### src/rtl/bp_ethernet_tx_arbiter.sv
// Frame-granular round-robin arbiter in front of the Ethernet MAC transmit path.
// Holds the link for a whole frame, truncates oversize frames, and inserts an IFG.
module bp_ethernet_tx_arbiter #(
    parameter int els_p             = 2,
    parameter int data_width_p      = 8,
    parameter int max_frame_words_p = 1518,
    parameter int ifg_cycles_p      = 12,
    localparam int id_width_lp      = (els_p > 1) ? $clog2(els_p) : 1
) (
    input  logic                            clk_i,
    input  logic                            reset_i,
    input  logic [els_p*data_width_p-1:0]   req_data_i,
    input  logic [els_p-1:0]                req_last_i,
    input  logic [els_p-1:0]                req_v_i,
    output logic [els_p-1:0]                req_ready_and_o,
    output logic [data_width_p-1:0]         tx_data_o,
    output logic                            tx_last_o,
    output logic                            tx_v_o,
    input  logic                            tx_ready_and_i,
    output logic [id_width_lp-1:0]          tx_src_id_o,
    output logic [els_p-1:0]                oversize_err_o,
    input  logic [els_p-1:0]                err_clear_i,
    output logic                            busy_o
);

    localparam int wcnt_width_lp = $clog2(max_frame_words_p + 1);
    localparam int gcnt_width_lp =
        (ifg_cycles_p > 0) ? $clog2(ifg_cycles_p + 1) : 1;

    typedef enum logic [1:0] {
        e_idle,
        e_send,
        e_drain,
        e_gap
    } state_e;

    state_e                   state_r, state_n;
    logic [id_width_lp-1:0]   grant_r, grant_n;
    logic [id_width_lp-1:0]   rr_ptr_r, rr_ptr_n;
    logic [wcnt_width_lp-1:0] word_cnt_r, word_cnt_n;
    logic [gcnt_width_lp-1:0] gap_cnt_r, gap_cnt_n;
    logic [els_p-1:0]         err_r, err_n;
    logic [els_p-1:0]         set_err;

    logic                     pick_v;
    logic [id_width_lp-1:0]   pick_id;
    logic [id_width_lp-1:0]   pick_next;

    logic [data_width_p-1:0]  sel_data;
    logic                     sel_v;
    logic                     sel_last;
    logic                     at_max;
    logic                     gap_done;
    state_e                   frame_end_state;

    always_ff @(posedge clk_i) begin
        if (reset_i) begin
            state_r    <= e_idle;
            grant_r    <= '0;
            rr_ptr_r   <= '0;
            word_cnt_r <= '0;
            gap_cnt_r  <= '0;
            err_r      <= '0;
        end else begin
            state_r    <= state_n;
            grant_r    <= grant_n;
            rr_ptr_r   <= rr_ptr_n;
            word_cnt_r <= word_cnt_n;
            gap_cnt_r  <= gap_cnt_n;
            err_r      <= err_n;
        end
    end

    // Scan upward from rr_ptr, wrapping modulo els_p
    always_comb begin : scan
        int idx;
        pick_v  = 1'b0;
        pick_id = '0;
        idx     = 0;
        for (int k = 0; k < els_p; k++) begin
            idx = int'(rr_ptr_r) + k;
            if (idx >= els_p) idx = idx - els_p;
            if (!pick_v && req_v_i[idx]) begin
                pick_v  = 1'b1;
                pick_id = id_width_lp'(idx);
            end
        end
    end

    assign pick_next = (int'(pick_id) == els_p - 1)
                     ? '0
                     : pick_id + id_width_lp'(1);

    assign sel_data = req_data_i[grant_r*data_width_p +: data_width_p];
    assign sel_v    = req_v_i[grant_r];
    assign sel_last = req_last_i[grant_r];

    assign at_max   = (word_cnt_r ==
                       wcnt_width_lp'(max_frame_words_p - 1));
    assign gap_done = (gap_cnt_r ==
                       gcnt_width_lp'(ifg_cycles_p - 1));

    assign frame_end_state = (ifg_cycles_p > 0) ? e_gap : e_idle;

    always_comb begin
        state_n         = state_r;
        grant_n         = grant_r;
        rr_ptr_n        = rr_ptr_r;
        word_cnt_n      = word_cnt_r;
        gap_cnt_n       = gap_cnt_r;
        set_err         = '0;
        tx_v_o          = 1'b0;
        tx_last_o       = 1'b0;
        tx_data_o       = '0;
        req_ready_and_o = '0;

        unique case (state_r)
            e_idle: begin
                if (pick_v) begin
                    grant_n    = pick_id;
                    rr_ptr_n   = pick_next;
                    word_cnt_n = '0;
                    state_n    = e_send;
                end
            end
            e_send: begin
                tx_v_o    = sel_v;
                tx_data_o = sel_data;
                tx_last_o = sel_v & (sel_last | at_max);
                req_ready_and_o[grant_r] = tx_ready_and_i;
                if (sel_v && tx_ready_and_i) begin
                    word_cnt_n = word_cnt_r + wcnt_width_lp'(1);
                    if (sel_last) begin
                        gap_cnt_n = '0;
                        state_n   = frame_end_state;
                    end else if (at_max) begin
                        set_err[grant_r] = 1'b1;
                        state_n          = e_drain;
                    end
                end
            end
            // Swallow the rest of a truncated frame up to its real last word
            e_drain: begin
                req_ready_and_o[grant_r] = 1'b1;
                if (sel_v && sel_last) begin
                    gap_cnt_n = '0;
                    state_n   = frame_end_state;
                end
            end
            e_gap: begin
                if (gap_done) begin
                    state_n = e_idle;
                end else begin
                    gap_cnt_n = gap_cnt_r + gcnt_width_lp'(1);
                end
            end
            default: state_n = e_idle;
        endcase
    end

    assign err_n = (err_r & ~err_clear_i) | set_err;

    assign oversize_err_o = err_r;
    assign busy_o         = (state_r != e_idle);
    assign tx_src_id_o    = (state_r == e_send || state_r == e_drain)
                          ? grant_r : '0;

endmodule
### config.mk
export PLATFORM = sky130hd
export DESIGN_NAME = bp_ethernet_tx_arbiter
export DESIGN_NICKNAME = d
export VERILOG_FILES = /design/src/rtl/bp_ethernet_tx_arbiter.sv
export SDC_FILE = /design/constraint.sdc
export NUM_CORES = 1
export LEC_CHECK = 0
export BUFFER_PORTS_ARGS = -buffer_cell sky130_fd_sc_hd__buf_4
export CORE_MARGIN = 2
export CORE_UTILIZATION = 55
export DETAILED_ROUTE_END_ITERATION = 6
export PLACE_DENSITY_LB_ADDON = 0.08
export SLEW_MARGIN = 20
export SYNTH_ARGS = -nofsm -noshare
export SYNTH_HDL_FRONTEND = slang
export SYNTH_SLANG_ARGS = --single-unit
### constraint.sdc
create_clock -name clk_i -period 3.1 [get_ports clk_i]
set_clock_uncertainty 0.05 [all_clocks]
set_input_delay 0.155 -clock clk_i [delete_from_list [all_inputs] [get_ports clk_i]]
set_output_delay 0.155 -clock clk_i [all_outputs]
set_load 0.1 [all_outputs]
# Yosys cells after proc, flatten, opt, wreduce, memory -nomap -nowiden
# Cells that the tools add are included.
# totals
mem_bits_rw,0
latchBits,0
reg_bits,21
elab_cells,94
rom_bits,0
output_inout_bits,16
n_memories,0
# op_classes
multipliers,0
n_eq_ne,12
reduce_logical,14
magnitude_cmp,6
div_mod_pow,0
muxes,43
addsub,6
bitwise_logic,6
n_shift,1
# ops
operator,n
32-bit by 3-bit < comparator with 1-bit output (second input constant),2
32-bit two-way mux,2
11-bit two-way mux,2
11-bit one-hot mux with 2 select lines,1
2-bit two-way mux,10
1-bit two-way mux,19
4-bit two-way mux,4
16-bit by 5-bit indexed part select with 8-bit output,1
2-bit != test (second input constant),6
4-bit one-hot mux with 3 select lines,1
11-bit by 1-bit adder with 11-bit output (second input constant),1
11-bit == test (second input constant),1
5-bit AND reduction,2
8-bit two-way mux,1
2-bit one-hot mux with 4 select lines,1
4-bit by 1-bit adder with 4-bit output (second input constant),1
2-bit AND,2
2-bit == test (second input constant),2
4-bit == test (second input constant),1
1-bit logical AND,4
2-bit one-hot mux with 2 select lines,1
2-bit nonzero test,2
3-bit != test (second input constant),1
3-bit AND reduction,1
other kinds (19),19

# Longest topological paths before layout
# Gate-level depths: netlist (run 1).
# depth
depth_word,11
ltp_mapped,8
mapped_depth_nobuf,7

# Worst setup path before layout (run 1)
# No wires, ideal clock.
# synth_timing
path_kind,reg-to-output
start,reg grant_r
end,out req_ready_and_o[0]
stages_incl_launch_ff,4
n_path_buf,2
arrival_ns,2.950
path_slack_ns,-0.055
required_ns,2.895
cell_sequence,dfxtp_1 buf_4 clkbuf_1 nor3b_1
# synth_via
elab_chain_len,6
elab_cells_between_ends,7
classes_between,2 x order compare; 3 x mux; 1 x bitwise; 1 x reduce/logical
# synth_rtl
element,line_no,text
"start, declared",38,"logic [id_width_lp-1:0] grant_r, grant_n;"
"start signal, assigned",66,grant_r <= grant_n;
1-bit by 2-bit < comparator with 1-bit output (not written as such) or 1-bit greater-or-equal comparator (tied branches),"130, 144",
1-bit logical AND (not written as such),"130, 144",
1-bit two-way mux (not written as such),"130, 144",
1-bit demux with 1-bit select (*),"130, 144",
2-bit AND (no line),n/a,
2-bit one-hot mux with 2 select lines (*),117,unique case (state_r)
"end, declared",15,"output logic [els_p-1:0] req_ready_and_o,"
# Every way passes the cells marked *; elsewhere a longest branch is shown, timed or not.

# Worst setup path after layout (run 1)
# layout_timing
start,reg grant_r
end,out tx_last_o
# layout_via
elab_chain_len,5
elab_cells_between_ends,7
classes_between,5 x mux; 2 x bitwise
# layout_rtl
element,line_no,text
1-bit two-way mux (not written as such) (2 in a row),96,assign sel_last = req_last_i[grant_r];
1-bit bitwise OR,129,tx_last_o = sel_v & (sel_last | at_max);
1-bit AND (*),129,
1-bit two-way mux (*),117,
"end, declared",17,"output logic tx_last_o,"
# Every way passes the cells marked *; elsewhere a longest branch is shown, timed or not. The select of a mux whose other input is x is not followed.

==> results of run 1 <==
[how the worst max path moves through the flow]
stage                     slack (ps)  startpoint            endpoint
final                            730     grant_r           tx_last_o
after global routing             600     grant_r           tx_last_o
after CTS                        760     grant_r           tx_last_o
after detailed placement         840     grant_r       word_cnt_r[8]
after global placement           920     grant_r       word_cnt_r[8]
after floorplan                  410  state_r[0]  req_ready_and_o[1]
[area by class of cell]
cell class | instances | area (sq um)
flip-flops and latches | 21 | 420
well taps | 30 | 37.5
multi-input cells | 130 | 892
repair buffers | 40 | 300
inverters | 8 | 30.0
clock buffers | 3 | 22.5
fillers | 223 | 702
clock inverters | 1 | 5.00
[layout by cell type, fill, tap and decap left out, drive strengths merged, types with 2 or more instances in the layout]
master   n
buf     40
nor2    23
dfxtp   21
mux2i   12
nand2   11
a21oi    9
nand3    7
ha       7
inv      7
nor3     7
xnor2    6
o21ai    5
nand2b   4
nand3b   4
or3      4
nor2b    4
and2     3
nand4    3
a31oi    3
clkbuf   3
a32oi    2
clkinv   2
nor4     2
[per-stage QoR]
stage / setup slack [ps] / power (uW) / instances / hold WS (ps)
floorplan: 415 / 956 / 164 / 177
global placement: 917 / 1080 / 229 / 350
detailed placement: 844 / 1100 / 229 / 362
CTS: 759 / 1230 / 233 / 31.9
global route: 601 / 1290 / 233 / 42.1
finish: 728 / 1240 / 233 / 25.8
[cells by family after synthesis]
kind of cell	share of synthesized area
muxes	0.0882
adders and majority gates	0.0643
AOI/OAI and AO/OA	0.148
DFF	0.309
xor gates and xnor gates	0.0386
buffers and inverters	0.0441
and+or+nand+nor	0.309
[sequential cells by signal, summed over array words and instances, names as in the netlist]
register        cells
word_cnt_r         11
gap_cnt_r           4
oversize_err_o      2
state_r             2
grant_r             1
rr_ptr_r            1
[where the power goes]
part	total (uW)	internal, uW	switching (uW)
clock network	138	48.4	89.9
logic	781	207	574
registers	322	288	33.2
[worst max-delay path, delay by kind of cell (launching register included)]
kind	cells	cell delay, ps
flops	1	820
mux	1	500
simple gates	2	300
buf+inv	1	230
[layer usage]
metal	GRT usage	part of all wire	wire [um]
met2	0.484	0.53	1780
met3	0.0389	0.036	121
met1	0.282	0.43	1450
met4	0.0641	0.010	34
met5	0	0	0
==> key figures, run 1 <==
Clocking
  • CTS clock-pin slew for the worst setup and hold paths: 120 ps
  • Setup Fix Bufs, Post-CTS: 0
  • Clock Latency Late Sink: 320 ps
  • CTS Root Cell: clkbuf_4
  • Post-cts sizing count: 0
  • CTS max path bufs: 2
  • CTS tree: built
  • CTS Buf Count: 3
  • Cts hold-fix bufs: 0
  • CTS Sinks: 21
  • CTS HTree Levels: 1

Setup path
  • Max FO, Critical Path: 17
  • CP Class: reg -> out
  • Max stage delay on crit path: 820 ps
  • Worst setup SP type: flip-flop
  • Setup crit end kind: output pin
  • Worst-path cell chain: mux2i_1 > nand2b_1 > and2_1 > buf_4
  • Data required time at the worst endpoint: 2890 ps
  • CP max stage cell: dfxtp_1
  • CP arrival: 2170 ps
  • Worst Reg-to-Reg Cells: 5
  • FF-to-FF End: word_cnt_r[8]
  • Origin of the critical flop-to-flop path: grant_r
  • R2R Setup Slk: 830 ps

STA
  • Crit path time final: 2370 ps
  • Fin. Hold Viols: 0
  • Slew @ Worst Pin: 741 ps
  • Peak Freq: 422 MHz
  • Max Slew Vio Count: 0
  • Final setup viols: 0
  • Worst slew margin: 0.505
  • Final period util: 0.765
  • Sum Neg Setup Slack: 0 ps
  • Unrepaired setup endpoints after global routing: false

Cells and area
  • Nets: 236
  • Cell area after layout: 1710 sq um
  • Area Overhead vs Synth: 25.3%
  • Final Util: 0.709
  • Share of cells above drive strength 1: 0.266
  • Ant. Diodes: 0

Yosys
  • Syn Nets: 196
  • Cell area after synthesis: 1360 sq um
  • Top cells by area, synth: dfxtp_1, mux2i_1, ha_1
  • Async SR Flop Fraction: 0
  • Cell taking the most area after synthesis: dfxtp_1
  • Mean Syn Cell Area: 8.31 sq um
  • Post-synth cell types: 42
  • Synth top area share: 0.309
  • Synth Instances: 164
  • Post-synthesis register bit count: 21
  • Synth cell count leaders: nor2_1, dfxtp_1, mux2i_1, nand2_1, a21oi_1
  • Synthesis Warnings: 0
  • Count of flip-flops with a built-in enable after synthesis: 0
  • Most frequent cell after synthesis: nor2_1
  • Post-synth top flop: dfxtp_1
  • Sequential area share after synthesis: 0.309

Global route
  • Vias in the first global route: 1232
  • Pin count of the biggest net entering global routing: 18
  • First-pass GRT wire length: 5290 um
  • Initial antenna violation count: 0
  • Grt total ovfl: 0
  • Gr usage total: 0.251

Placement
  • Placed inst area: 1680 sq um
  • HPWL Detailed: 2560 um
  • RD Place Congestion: 0.755
  • IO buf count: 40

Floorplanning
  • Die Wd: 53.8 um
  • Die ar.: 2890 sq um
  • Core Area: 2410 sq um
  • IO Count: 41
  • Initial core utilization: 0.565
  • Row cnt: 18
  • Die span in y: 53.8 um

Route
  • Total vias in the final route: 1332
  • Antenna-violating nets left: 0
  • Via-to-Cell Ratio: 5.72
  • Routed WL per cell: 14.5 um
  • Final wirelength: 3390 um
  • Initial DRC Count: 40
  • DR pass1 iterations: 4
  • Remaining DRCs: 0

Power and ir drop
  • Pwr Density: 727 nW/um^2
  • Leakage: 0.000667 uW
  • Max VDD drop: 0.000749 V

Outcome
  • Status: completed

Hold path
  • Hold Path End: rr_ptr_r
  • Hold_sp: req_v_i[1]
  • HP Class: in -> reg
  • Cell depth of the worst min-delay path: 2

Run
  • Max-cap viol count: 0
(Power assumes the default switching activity.)
==> run 2: changes to the inputs <==
--- a/config.mk
+++ b/config.mk
@@ -5,9 +5,10 @@
 export SDC_FILE = /design/constraint.sdc
 export NUM_CORES = 1
 export LEC_CHECK = 0
+export ABC_AREA = 1
 export BUFFER_PORTS_ARGS = -buffer_cell sky130_fd_sc_hd__buf_4
 export CORE_MARGIN = 2
-export CORE_UTILIZATION = 55
+export CORE_UTILIZATION = 51
 export DETAILED_ROUTE_END_ITERATION = 6
 export PLACE_DENSITY_LB_ADDON = 0.08
 export SLEW_MARGIN = 20
==> constraint.sdc (replaced) <==
create_clock -name clk_i -period 2.2 [get_ports clk_i]
set_clock_uncertainty 0.05 [all_clocks]
set_input_delay 0.11 -clock clk_i [delete_from_list [all_inputs] [get_ports clk_i]]
set_output_delay 0.11 -clock clk_i [all_outputs]
set_load 0.1 [all_outputs]
==> run 2 against run 1 <==
Compared with the run above:
- wire length decreased by 2.2%
- non-clock buffer count increased by 3
- flip-flop and latch count unchanged
- core utilization decreased by 2.5 points
- sequential power increased by 62%
- cell area increased by 8.5%
- total power increased by 79%
- cell count increased by 31%
- largest cell class unchanged
==> key figures, run 2 <==
Cells and area
  • Area Overhead vs Synth: 29.2%
  • Filler instances: 252 (+13%)
  • Most frequent cells in the layout: nand2_1, buf_4, nor2_1, inv_1, dfxtp_1
  • Share of cells above drive strength 1: 0.263 (-0.00324)
  • Final Util: 0.684 (-0.0250)
  • Register bank with the most flops: word_cnt_r
  • Max FFs per register: 11 (unchanged)
  • Ant. Diodes: 0 (unchanged)
  • Biggest regs: word_cnt_r: 11 flops, gap_cnt_r: 4 flops
  • Most common cell after layout, fill and taps aside: nand2_1
  • Nets: 307 (+30%)

Clocking
  • Clock Latency Late Sink: 310 ps (about the same)
  • CTS Sinks: 21 (unchanged)
  • CTS HTree Levels: 1 (unchanged)
  • CTS tree: built
  • CTS Root Cell: clkbuf_4
  • CTS max path bufs: 2 (unchanged)
  • CTS Buf Count: 3 (unchanged)
  • CTS clock-pin slew for the worst setup and hold paths: 120 ps (about the same)

Hold path
  • Cell depth of the worst min-delay path: 4 (+2)
  • HP Class: in -> reg
  • Hold Path End: grant_r
  • Hold_sp: req_v_i[0]

STA
  • Fin. Hold Viols: 0 (unchanged)
  • Unrepaired setup endpoints after global routing: false
  • Crit path time final: 1980 ps
  • Final period util: 0.899
  • Worst slew margin: 0.698 (+0.193)
  • Final setup viols: 0 (unchanged)
  • Max Slew Vio Count: 0 (unchanged)
  • Slew @ Worst Pin: 453 ps (-288 ps)
  • Post-route setup slack: 222 ps (-506 ps)
  • Sum Neg Setup Slack: 0 ps (unchanged)
  • Peak Freq: 506 MHz
  • Worst Hold Slack: 76.8 ps (+51.0 ps)

Power and ir drop
  • Pwr Density: 1200 nW/um^2 (+65%)
  • Leakage: 0.000850 uW (+27%)
  • Tot Pwr: 2220 uW (+79%)
  • Max VDD drop: 0.00105 V (+41%)

Yosys
  • Syn Nets: 263 (+34%)
  • Top cells by area, synth: dfxtp_1, nand2_1, nor2_1
  • Synth top area share: 0.293 (-0.0153)
  • Synth cell count leaders: nand2_1, nor2_1, inv_1, dfxtp_1, o21ai_0
  • Count of flip-flops with a built-in enable after synthesis: 0 (unchanged)
  • Post-synth cell types: 25 (-40%)
  • Post-synth top flop: dfxtp_1
  • Cell area after synthesis: 1430 sq um (+5.2%)
  • Post-synthesis register bit count: 21 (unchanged)
  • Synthesis Warnings: 0 (unchanged)
  • Cell taking the most area after synthesis: dfxtp_1
  • Most frequent cell after synthesis: nand2_1
  • Async SR Flop Fraction: 0 (unchanged)
  • Mean Syn Cell Area: 6.21 sq um (-25%)
  • Sequential area share after synthesis: 0.293 (-0.0153)
  • Synth Instances: 231 (+41%)

Floorplanning
  • Die ar.: 3250 sq um (+12%)
  • Core Area: 2710 sq um (+12%)
  • Row cnt: 19 (+1)
  • Initial core utilization: 0.529 (-0.0363)
  • IO Count: 41 (unchanged)
  • Die span in y: 57.0 um (+6.0%)
  • Die Wd: 57.0 um (+6.0%)

Global route
  • First-pass GRT wire length: 5620 um (+6.3%)
  • Vias in the first global route: 1373 (+11%)
  • Grt total ovfl: 0 (unchanged)
  • Gr usage total: 0.213 (-0.0387)
  • Initial antenna violation count: 0 (unchanged)
  • Pin count of the biggest net entering global routing: 16 (-2)

Setup path
  • Max FO, Critical Path: 14 (-3)
  • Origin of the critical flop-to-flop path: state_r[0]
  • CP Class: reg -> out
  • Setup crit end kind: output pin
  • Worst Reg-to-Reg Cells: 7 (+2)
  • FF-to-FF End: word_cnt_r[7]
  • CP arrival: 1820 ps (-350 ps)
  • Data required time at the worst endpoint: 2040 ps (-850 ps)
  • R2R Setup Slk: 420 ps (-410 ps)
  • Worst setup SP type: flip-flop

Placement
  • Place WS: 384 ps (-460 ps)
  • RD Place Congestion: 0.828 (+9.6%)
  • HPWL Detailed: 2680 um (+4.9%)
  • IO buf count: 40 (unchanged)

Route
  • Routed WL per cell: 10.9 um (-25%)
  • DR pass1 iterations: 4 (unchanged)
  • Final wirelength: 3310 um (-2.2%)
  • Via-to-Cell Ratio: 4.97 (-13%)
  • Remaining DRCs: 0 (unchanged)
  • Total vias in the final route: 1517 (+14%)
  • Initial DRC Count: 59 (+48%)
  • Antenna-violating nets left: 0 (unchanged)

Outcome
  • Status: completed

Run
  • Max-cap viol count: 0 (unchanged)
-- run 2: stage by stage --
stage,cells,area [sq um]
after floorplan,231,1470
after global placement,298,1790
after detailed placement,298,1790
after CTS,305,1850
after global routing,305,1850
final,305,1850
-- run 2: kinds of logic after synthesis --
kind of cell / after synthesis / synth area share
XOR/XNOR: 1 / 0.00611
buffers and inverters: 37 / 0.0986
flip-flops: 21 / 0.293
AO/OA/AOI/OAI: 37 / 0.142
adder cells (fa/ha/maj): 7 / 0.0611
AND/OR/NAND/NOR: 128 / 0.399
-- run 2: worst max-delay path by stage --
stage | startpoint | endpoint | slack (ps) | depth (start not counted)
finish | grant_r | tx_last_o | 220 | 7
global route | grant_r | tx_last_o | 80 | 7
CTS | state_r[0] | tx_last_o | 40 | 5
detailed placement | state_r[0] | tx_last_o | 380 | 5
global placement | state_r[0] | tx_last_o | 430 | 5
floorplan | state_r[0] | req_ready_and_o[0] | -220 | 4
-- run 2: where the power goes --
group | total [uW] | internal, uW | switching, uW | leakage, uW
clock | 188 | 70.8 | 118 | 0.0000150
sequential | 523 | 446 | 76.9 | 0.000171
combinational | 1510 | 388 | 1120 | 0.000664
total | 2220 | 905 | 1320 | 0.000850
-- run 2: metal layers --
metal	wire (um)	part of all wire	global-route usage
met5	0	0	0
met4	28	0.0085	0.0465
met3	92	0.028	0.0476
met2	1750	0.53	0.391
met1	1450	0.44	0.252
-- run 2: final cells by class --
class	count	area (sq um)	area share
well taps	31	38.8	0.0209
repair buffers	43	330	0.178
inverters	33	126	0.0682
flip-flops and latches	21	420	0.227
multi-input cells	173	911	0.492
clock buffers	4	26.3	0.0142
-- run 2: worst max-delay path, stage by stage (launching register included) --
cell and delay (ps):
dfxtp_1 620, inv_2 210, nand2_1 100, nand2_1 100, inv_1 110, nor2_4 40
o21a_2 110, buf_4 220
-- run 2: what timing repair did --
| action | CTS | global route |
|---|---|---|
| setup buffers | 0 | 0 |
| hold buffers | 3 | 0 |
| resized for setup | 0 | 1 |
| setup endpoints to repair | 0 | 6 |
| endpoints found under the hold margin | 7 | 0 |
